--- src/rtl/mac_tile_pkg.sv ---
// Shared definitions for the double-buffered WS/OS MAC tile.
package mac_tile_pkg;
    localparam int INST_LOAD       = 0;
    localparam int INST_EXEC       = 1;
    localparam int INST_SWAP_DRAIN = 2;

    typedef enum logic {
        MODE_WS = 1'b0,
        MODE_OS = 1'b1
    } mode_t;

    typedef enum logic {
        ARMED = 1'b0,
        HELD  = 1'b1
    } cap_state_t;
endpackage

--- src/rtl/mac_tile_db_mac_unit.sv ---
// Combinational unsigned-activation x signed-weight multiply plus psum add.
// MAC_TILE_SAT_EN selects signed saturation of the add; otherwise it wraps.
module mac_unit #(
    parameter int BW      = 4,
    parameter int PSUM_BW = 16
) (
    input  logic [BW-1:0]      act,
    input  logic [BW-1:0]      weight,
    input  logic [PSUM_BW-1:0] addend,
    output logic [PSUM_BW-1:0] sum
);
    logic [2*BW-1:0]    act_x;
    logic [2*BW-1:0]    wt_x;
    logic [2*BW-1:0]    product;
    logic [PSUM_BW-1:0] product_x;

    assign act_x     = {{BW{1'b0}}, act};
    assign wt_x      = {{BW{weight[BW-1]}}, weight};
    // Low 2*BW bits of the product are exact for unsigned x signed operands.
    assign product   = act_x * wt_x;
    assign product_x = {{(PSUM_BW-2*BW){product[2*BW-1]}}, product};

`ifdef MAC_TILE_SAT_EN
    logic [PSUM_BW:0] wide;

    assign wide = {product_x[PSUM_BW-1], product_x} + {addend[PSUM_BW-1], addend};

    always_comb begin
        if (wide[PSUM_BW] != wide[PSUM_BW-1])
            sum = wide[PSUM_BW] ? {1'b1, {(PSUM_BW-1){1'b0}}} : {1'b0, {(PSUM_BW-1){1'b1}}};
        else
            sum = wide[PSUM_BW-1:0];
    end
`else
    assign sum = product_x + addend;
`endif
endmodule

--- src/rtl/mac_tile_db.sv ---
// Double-buffered systolic PE: weight-stationary with shadow weight, or
// output-stationary with local accumulator and column drain (MAC_TILE_SAT_EN in mac_unit).
//   state | meaning
//   ARMED | next load word is captured into w_shadow
//   HELD  | w_shadow occupied; further loads are forwarded east
module mac_tile_db
    import mac_tile_pkg::*;
#(
    parameter int BW      = 4,
    parameter int PSUM_BW = 16
) (
    input  logic               clk,
    input  logic               reset,
    input  logic               mode,
    input  logic [BW-1:0]      in_w,
    input  logic [2:0]         inst_w,
    input  logic [PSUM_BW-1:0] in_n,
    input  logic               valid_n,
    output logic [BW-1:0]      out_e,
    output logic [2:0]         inst_e,
    output logic [PSUM_BW-1:0] out_s,
    output logic               valid_s
);
    mode_t              mode_cur;
    mode_t              mode_q;
    cap_state_t         cap_state;
    logic [BW-1:0]      w_shadow;
    logic [BW-1:0]      w_active;
    logic [PSUM_BW-1:0] acc;
    logic               is_os;
    logic               do_load;
    logic               do_exec;
    logic               do_sd;
    logic [BW-1:0]      mac_wt;
    logic [PSUM_BW-1:0] mac_add;
    logic [PSUM_BW-1:0] mac_sum;

    assign mode_cur = mode_t'(mode);
    assign is_os    = (mode_cur == MODE_OS);
    assign do_load  = inst_w[INST_LOAD];
    assign do_exec  = inst_w[INST_EXEC];
    assign do_sd    = inst_w[INST_SWAP_DRAIN];

    // One multiplier serves both modes: WS adds to the incoming psum, OS to acc.
    assign mac_wt  = is_os ? in_n[BW-1:0] : w_active;
    assign mac_add = is_os ? acc : in_n;

    mac_unit #(
        .BW      (BW),
        .PSUM_BW (PSUM_BW)
    ) u_mac (
        .act    (in_w),
        .weight (mac_wt),
        .addend (mac_add),
        .sum    (mac_sum)
    );

    always_ff @(posedge clk or negedge reset) begin
        if (!reset) begin
            out_e     <= '0;
            inst_e    <= '0;
            out_s     <= '0;
            valid_s   <= 1'b0;
            w_active  <= '0;
            w_shadow  <= '0;
            acc       <= '0;
            cap_state <= ARMED;
            mode_q    <= MODE_WS;
        end else begin
            mode_q            <= mode_cur;
            inst_e[2:1]       <= inst_w[2:1];
            inst_e[INST_LOAD] <= 1'b0;
            if (inst_w != 3'b000)
                out_e <= in_w;

            if (!is_os) begin
                if (do_sd)
                    w_active <= w_shadow;
                case (cap_state)
                    ARMED: begin
                        if (do_load) begin
                            w_shadow  <= in_w;
                            cap_state <= HELD;
                        end
                    end
                    HELD: begin
                        if (do_load)
                            inst_e[INST_LOAD] <= 1'b1;
                        if (do_sd)
                            cap_state <= ARMED;
                    end
                    default: cap_state <= ARMED;
                endcase
                out_s   <= do_exec ? mac_sum : '0;
                valid_s <= do_exec;
            end else if (do_sd) begin
                out_s   <= do_exec ? mac_sum : acc;
                valid_s <= 1'b1;
                acc     <= '0;
            end else if (do_exec) begin
                acc     <= mac_sum;
                out_s   <= {{(PSUM_BW-BW){1'b0}}, in_n[BW-1:0]};
                valid_s <= 1'b0;
            end else begin
                out_s   <= in_n;
                valid_s <= valid_n;
            end

            if (mode_cur != mode_q)
                acc <= '0;
        end
    end
endmodule
--- config.mk ---
export PLATFORM = sky130hd
export DESIGN_NAME = mac_tile_db
export DESIGN_NICKNAME = d
export VERILOG_FILES = /design/src/rtl/mac_tile_pkg.sv /design/src/rtl/mac_tile_db_mac_unit.sv /design/src/rtl/mac_tile_db.sv
export SDC_FILE = /design/constraint.sdc
export NUM_CORES = 1
export LEC_CHECK = 0
export BUFFER_PORTS_ARGS = -buffer_cell sky130_fd_sc_hd__buf_2
export CAP_MARGIN = 20
export CORE_UTILIZATION = 55
export CTS_BUF_LIST = sky130_fd_sc_hd__clkbuf_2 sky130_fd_sc_hd__clkbuf_4 sky130_fd_sc_hd__clkbuf_8
export DETAILED_ROUTE_END_ITERATION = 12
export PLACE_DENSITY_LB_ADDON = 0.12
export SYNTH_ARGS = -nofsm -noshare
export SYNTH_HDL_FRONTEND = slang
export SYNTH_HIERARCHICAL = 1
export SYNTH_SLANG_ARGS = --single-unit
--- constraint.sdc ---
create_clock -name clk -period 9.9 [get_ports clk]
set_input_delay 0.495 -clock clk [delete_from_list [all_inputs] [get_ports clk]]
set_output_delay 0.495 -clock clk [all_outputs]
set_load 0.005 [all_outputs]
==> results of run 1 <==
through the flow:
| stage | util [%] | hold slack, ns | setup slack (ns) | instance area [sq um] | std cells |
|---|---|---|---|---|---|
| 3_3_place_gp | 62.7 | 0.482 | 3.69 | 3800 | 457 |
| 6_report | 65.3 | 0.0797 | 3.87 | 3960 | 466 |
| 2_1_floorplan | - | 0.199 | 4.16 | 3530 | 348 |
| 5_1_grt | 65.3 | 0.0924 | 3.56 | 3960 | 466 |
| 4_1_cts | 65.0 | 0.390 | 3.88 | 3940 | 465 |
| 3_5_place_dp | 62.7 | 0.488 | 3.58 | 3800 | 457 |
cell families after synthesis:
logic type | synth area share [%]
fa+ha+maj | 14.4
compound gates | 21.6
simple gates | 9.22
mux | 10.2
buf+inv | 4.43
xor+xnor | 4.72
flops | 35.5
registers in the layout, summed over array words and instances (netlist names):
signal and count:
valid_s 1, inst_e 3, mode_q 1, out_e 4, cap_state 1, w_shadow 4
out_s 16, w_active 4, acc 16
power by group through the flow:
stage	sequential (mW)	combinational (mW)	clock, mW
final	0.283	0.617	0.173
after global routing	0.291	0.691	0.184
after CTS	0.283	0.612	0.177
after detailed placement	0.287	0.604	0
after global placement	0.286	0.592	0
after floorplan	0.288	0.467	0
final cells by class:
type                       count  area (sq um)
clock buffer                   5          68.8
clock inverter                 3          68.8
fill                         479          2100
inverter                      15          56.3
multi-input combinational    263          2120
sequential                    50          1250
tap                           75          93.8
timing repair buffer          55           300
worst paths after layout:
| kind | startpoint | endpoint | slack (ns) | cells past startpoint |
|---|---|---|---|---|
| setup / recovery | mode | out_s[14] | 3.87 | 21 |
| hold / removal | reset | acc[13] | 0.08 | 1 |
| setup reg to reg | w_active[3] | out_s[14] | 4.32 | 20 |
| hold reg to reg | out_e[3] | out_e[3] | 0.51 | 1 |
| max in group asynchronous | reset | w_shadow[1] | 9.32 | 2 |
| min in group clk | inst_w[1] | inst_e[1] | 0.40 | 1 |
worst max-delay path: stages:
cell and delay [ns]:
buf_2 0.48, mux2_2 0.45, nand2b_1 0.11, fa_1 0.42
fa_1 0.51, fa_1 0.51, inv_1 0.04, ha_1 0.22
fa_1 0.40, a21o_1 0.17, a21oi_1 0.17, xnor2_1 0.43
ha_1 0.43, a21oi_1 0.19, o21a_1 0.15, o31ai_2 0.09
a211o_1 0.29, a31oi_1 0.19, xnor2_1 0.19, a22oi_1 0.13
o21ai_0 0.15
synthesized netlist by cell type (2+ instances only):
master	instances
and2_1	8
nand2_1	40
inv_1	14
a32oi_1	16
ha_1	31
a211o_1	2
dfrtp_1	50
nor2b_1	5
a21oi_1	11
buf_4	2
a221oi_2	2
xnor2_1	14
a22oi_1	32
o21a_1	4
and3_1	4
clkbuf_2	2
nand2b_1	3
o21ai_0	3
a21o_1	9
buf_2	12
xor2_1	5
o21ai_1	18
nor2_1	4
fa_1	6
o21bai_1	4
mux2_2	32
clkbuf_1	3
routing by layer:
metal	vias to the layer above	part of all wire, %	global-route usage, %
met5	-	0	0
met2	106	46	38.8
met4	0	1.2	7.89
li1	1355	-	-
met3	15	5.8	3.85
met1	1346	47	38.1
==> flow_summary_export.csv, run 1 <==
group,metric,value,unit
cells_and_area,finalNetCount,454,
drt,wl_per_cell,17.1,um
logic_synthesis,synth-seq-area-share,35.5,%
logic_synthesis,syn_inst,348,
grt,grt_usage,25.9,%
min_path,hp-class,"in -> async",
logic_synthesis,synth_largest_area_cell,"dfrtp_1",
setup_path,cp-end-kind,"register",
floorplan,die_w,82.1,um
logic_synthesis,syn_area,3530,sq um
drt,drt_iter0_drc,212,
cells_and_area,layout_common_cells,"dfrtp_1 (50), buf_2 (50), nand2_1 (40)",
logic_synthesis,synth_warnings,6,
grt,grt_pass1_wl,13.3,mm
grt,grt_max_degree,51,
clock_tree,cts_made_buffers,5,
timing,drv_slew,0,
status,outcome,"completed",
drt,viasPerCell,6.06,
grt,antenna_found_initial,0,
floorplan,die-height,82.1,um
logic_synthesis,postSynthAreaPerCell,10.1,sq um
drt,final_antenna_net_count,0,
setup_path,start_kind,"input port",
timing,fin_crit,6.03,ns
pwr,cellPowerDensity,271,nW/um^2
timing,setup_viol,0,
pwr,clkPwrFrac,16.1,%
timing,hold_viol,0,
timing,min_period_over_period,60.9,%
floorplan,pin_count,51,
logic_synthesis,synthFlopType,"dfrtp_1",
grt,grt_pass1_vias,2663,
timing,fin_tns_setup,0,ns
pwr,leakage,1.98,nW
placed_design,hpwlAfterDp,5.66,mm
logic_synthesis,synth_top_area_share,35.5,%
pwr,pwr-share-seq,26.4,%
setup_path,crit_fanout,27,
timing,clock-skew-final,0.0109,ns
pwr,internal_power,631,uW
clock_tree,cts_root_buffer,"clkbuf_8",
floorplan,die_area,6740,sq um
pwr,p_comb_share,57.5,%
timing,slew_headroom,38.6,%
timing,rsz0062_at_grt,"no",
pwr,netSwitchingPower,442,uW
timing,worst_slew_pin_slew,0.914,ns
logic_synthesis,async_flop_share,100,%
setup_path,worstPathArrival,6.26,ns
placed_design,finalWeightedCongestion,0.890,
setup_path,required,10.13,ns
grt,gr-total-overflow,0,
clock_tree,post-cts-setup-buffers,0,
clock_tree,htreeDepth,2,
clock_tree,holdBufCountCts,0,
drt,drt_pass1_iterations,4,
cells_and_area,antenna_cells,0,
clock_tree,cts_max_path_buffers,2,
logic_synthesis,synth_area_leaders,"dfrtp_1 (35%), ha_1 (11%), mux2_2 (10%)",
drt,routed_wl,7.98,mm
logic_synthesis,synth_edf_count,0,
pwr,p_total,1.07,mW
job,maxCapViolations,0,
clock_tree,cts_tree,"yes",
clock_tree,clk_pin_slew,0.09,ns
drt,via_count,2822,
clock_tree,clk_latency,0.31,ns
logic_synthesis,yosysUniqueCellTypes,39,
drt,drc,0,
placed_design,io_buffers,50,
pwr,switching_share,41.2,%
floorplan,initial_core_util,58.2,%
clock_tree,cts_resized,0,
pwr,vdd_ir_drop_max,155,uV
setup_path,worstSetupPathType,"in -> reg",
floorplan,rows,28,
cells_and_area,syn_to_final_growth,12.2,%
timing,fmax,166,MHz
floorplan,coreArea,6060,sq um
logic_synthesis,synth_nets,412,
cells_and_area,drive_above_1_share,26.1,%
clock_tree,clock_sinks,50,
logic_synthesis,ys_ff_latch,50,
Power figures use the tool's default switching activity.
==> run 2: changes to the inputs <==
CORE_UTILIZATION = 54   (was 55)
clock period = 5.21 ns   (was 9.9 ns; I/O delays follow)
==> run 2 against run 1 <==
Effect of this change: clock power up 61%; combinational power rose by 130%; setup slack got worse by 3.7 ns.
==> flow_summary_export.csv, run 2 (synthesized netlist as in run 1, its figures left out) <==
group,metric,value,unit
status,outcome,"completed",
clock_tree,holdBufCountCts,0,
drt,drt_iter0_drc,209,
clock_tree,cts_max_path_buffers,2,
clock_tree,cts_root_buffer,"clkbuf_8",
setup_path,start_kind,"register",
floorplan,coreArea,6310,sq um
timing,whs,0.0551,ns
cells_and_area,drive_above_1_share,34.3,%
grt,grt_pass1_wl,14.1,mm
setup_path,critPathMaxStageDelay,0.50,ns
floorplan,pin_count,51,
setup_path,worstPathArrival,5.25,ns
cells_and_area,finalNetCount,471,
timing,fin_crit,5.05,ns
setup_path,crit_fanout,5,
placed_design,io_buffers,50,
cells_and_area,reg.largest.list,"acc (16), out_s (16)",
drt,final_antenna_net_count,0,
job,maxCapViolations,0,
floorplan,rows,29,
timing,fmax,198,MHz
cells_and_area,syn_to_final_growth,19.9,%
timing,drv_slew,0,
placed_design,hpwlAfterDp,5.91,mm
floorplan,die_area,6860,sq um
drt,routed_wl,8.78,mm
drt,drt_pass1_iterations,5,
clock_tree,cts_made_buffers,5,
timing,min_period_over_period,97.0,%
placed_design,dpl_cell_area,3980,sq um
clock_tree,clk_latency,0.31,ns
grt,grt_max_degree,51,
timing,rsz0062_at_grt,"yes",
setup_path,cp-end-kind,"register",
setup_path,required,5.41,ns
setup_path,cp_top_family,"adder cells",
clock_tree,htreeDepth,2,
clock_tree,clock_sinks,50,
cells_and_area,fin_area,4230,sq um
pwr,vdd_ir_drop_max,381,uV
placed_design,finalWeightedCongestion,0.914,
clock_tree,cts_tree,"yes",
grt,grt_usage,25.6,%
floorplan,initial_core_util,55.9,%
cells_and_area,fin_util,67.0,%
timing,clock-skew-final,0.0119,ns
timing,worst_slew_pin_slew,0.753,ns
timing,fin_tns_setup,0,ns
placed_design,dp.cells,473,
timing,slew_headroom,49.8,%
setup_path,critPathSlowestCell,"fa_1",
setup_path,worstSetupPathType,"reg -> reg",
floorplan,die-height,82.8,um
pwr,leakage,2.07,nW
drt,drc,0,
cells_and_area,layout_common_cells,"dfrtp_1 (50), buf_2 (50), nand2_1 (38)",
cells_and_area,final-instance-count-excl-fill,485,
pwr,cellPowerDensity,529,nW/um^2
setup_path,r2r_setup_slack,0.16,ns
drt,wl_per_cell,18.1,um
min_path,hp-class,"in -> async",
cells_and_area,antenna_cells,0,
timing,setup_viol,0,
drt,viasPerCell,6.12,
grt,antenna_found_initial,0,
setup_path,crit_buf_inv,1,
drt,via_count,2966,
grt,grt_pass1_vias,2911,
timing,hold_viol,0,
floorplan,die_w,82.8,um
grt,gr-total-overflow,0,
clock_tree,clk_pin_slew,0.10,ns
setup_path,path_cells,"mux2_4, nand2_4, fa_2, fa_1, fa_1, inv_1, ha_2, fa_2, a21o_1, a21oi_4, xnor2_4, ha_4, a21oi_4, o21a_1, o31ai_2, a211o_1, a31oi_2, xnor2_2, a22oi_1, o21ai_1",
==> run 2: cell types whose count changed in the layout (fill, tap and decap cells not counted), moves of 3 or more <==
cell     before  now
a21oi_1      11    7
o21ai_0       3    0
ha_1         31   25
ha_4          0    5
buf_4         4   21
==> run 2: final timing paths <==
check                            start           to  cells after the start
min reg2reg                w_shadow[3]  w_shadow[3]                      1
max in group asynchronous        reset       acc[4]                      2
max                        w_active[1]    out_s[14]                     20
min in group clk             inst_w[1]    inst_e[1]                      1
max reg2reg                w_active[1]    out_s[14]                     20
min                              reset       acc[5]                      2
==> run 2: per-layer routing <==
layer | wire [um] | vias up | track usage [%] | part of all wire, %
li1 | - | 1394 | - | -
met1 | 3870 | 1468 | 36.1 | 44
met2 | 4330 | 93 | 41.0 | 49
met3 | 468 | 11 | 4.08 | 5.3
met4 | 102 | 0 | 7.05 | 1.2
met5 | 0 | - | 0 | 0
==> run 2: power breakdown <==
| group | switching (mW) | internal, mW |
|---|---|---|
| logic | 0.732 | 0.682 |
| registers | 0.0549 | 0.491 |
| clock network | 0.137 | 0.142 |
==> run 2: final cells by class <==
cell class,count,area (sq um)
repair buffers,72,419
well taps,77,96.3
fillers,521,2080
flip-flops and latches,50,1250
clock inverters,3,40.0
clock buffers,5,68.8
multi-input cells,263,2300
inverters,15,56.3
==> run 2: through the flow <==
stage	power, mW	setup WS, ns
3_5_place_dp	1.81	-0.0352
5_1_grt	2.40	-0.0327
4_1_cts	2.10	0.0226
6_report	2.24	0.156
3_3_place_gp	1.78	0.0607
2_1_floorplan	1.47	0.0211
==> run 2: repair_timing <==
item / in CTS / in global routing
resized for setup: 0 / 25
buffers inserted: 0 / 4
endpoints found under the setup margin: 0 / 12
==> run 2: worst reg2reg max path: stages (launching register included) <==
cell     delay, ns
dfrtp_1       0.39
mux2_4        0.31
nand2_4       0.07
fa_2          0.46
fa_1          0.50
fa_1          0.50
inv_1         0.04
ha_2          0.19
fa_2          0.36
a21o_1        0.21
a21oi_4       0.20
xnor2_4       0.20
ha_4          0.28
a21oi_4       0.17
o21a_1        0.15
o31ai_2       0.09
a211o_1       0.25
a31oi_2       0.21
xnor2_2       0.10
a22oi_1       0.17
o21ai_1       0.09
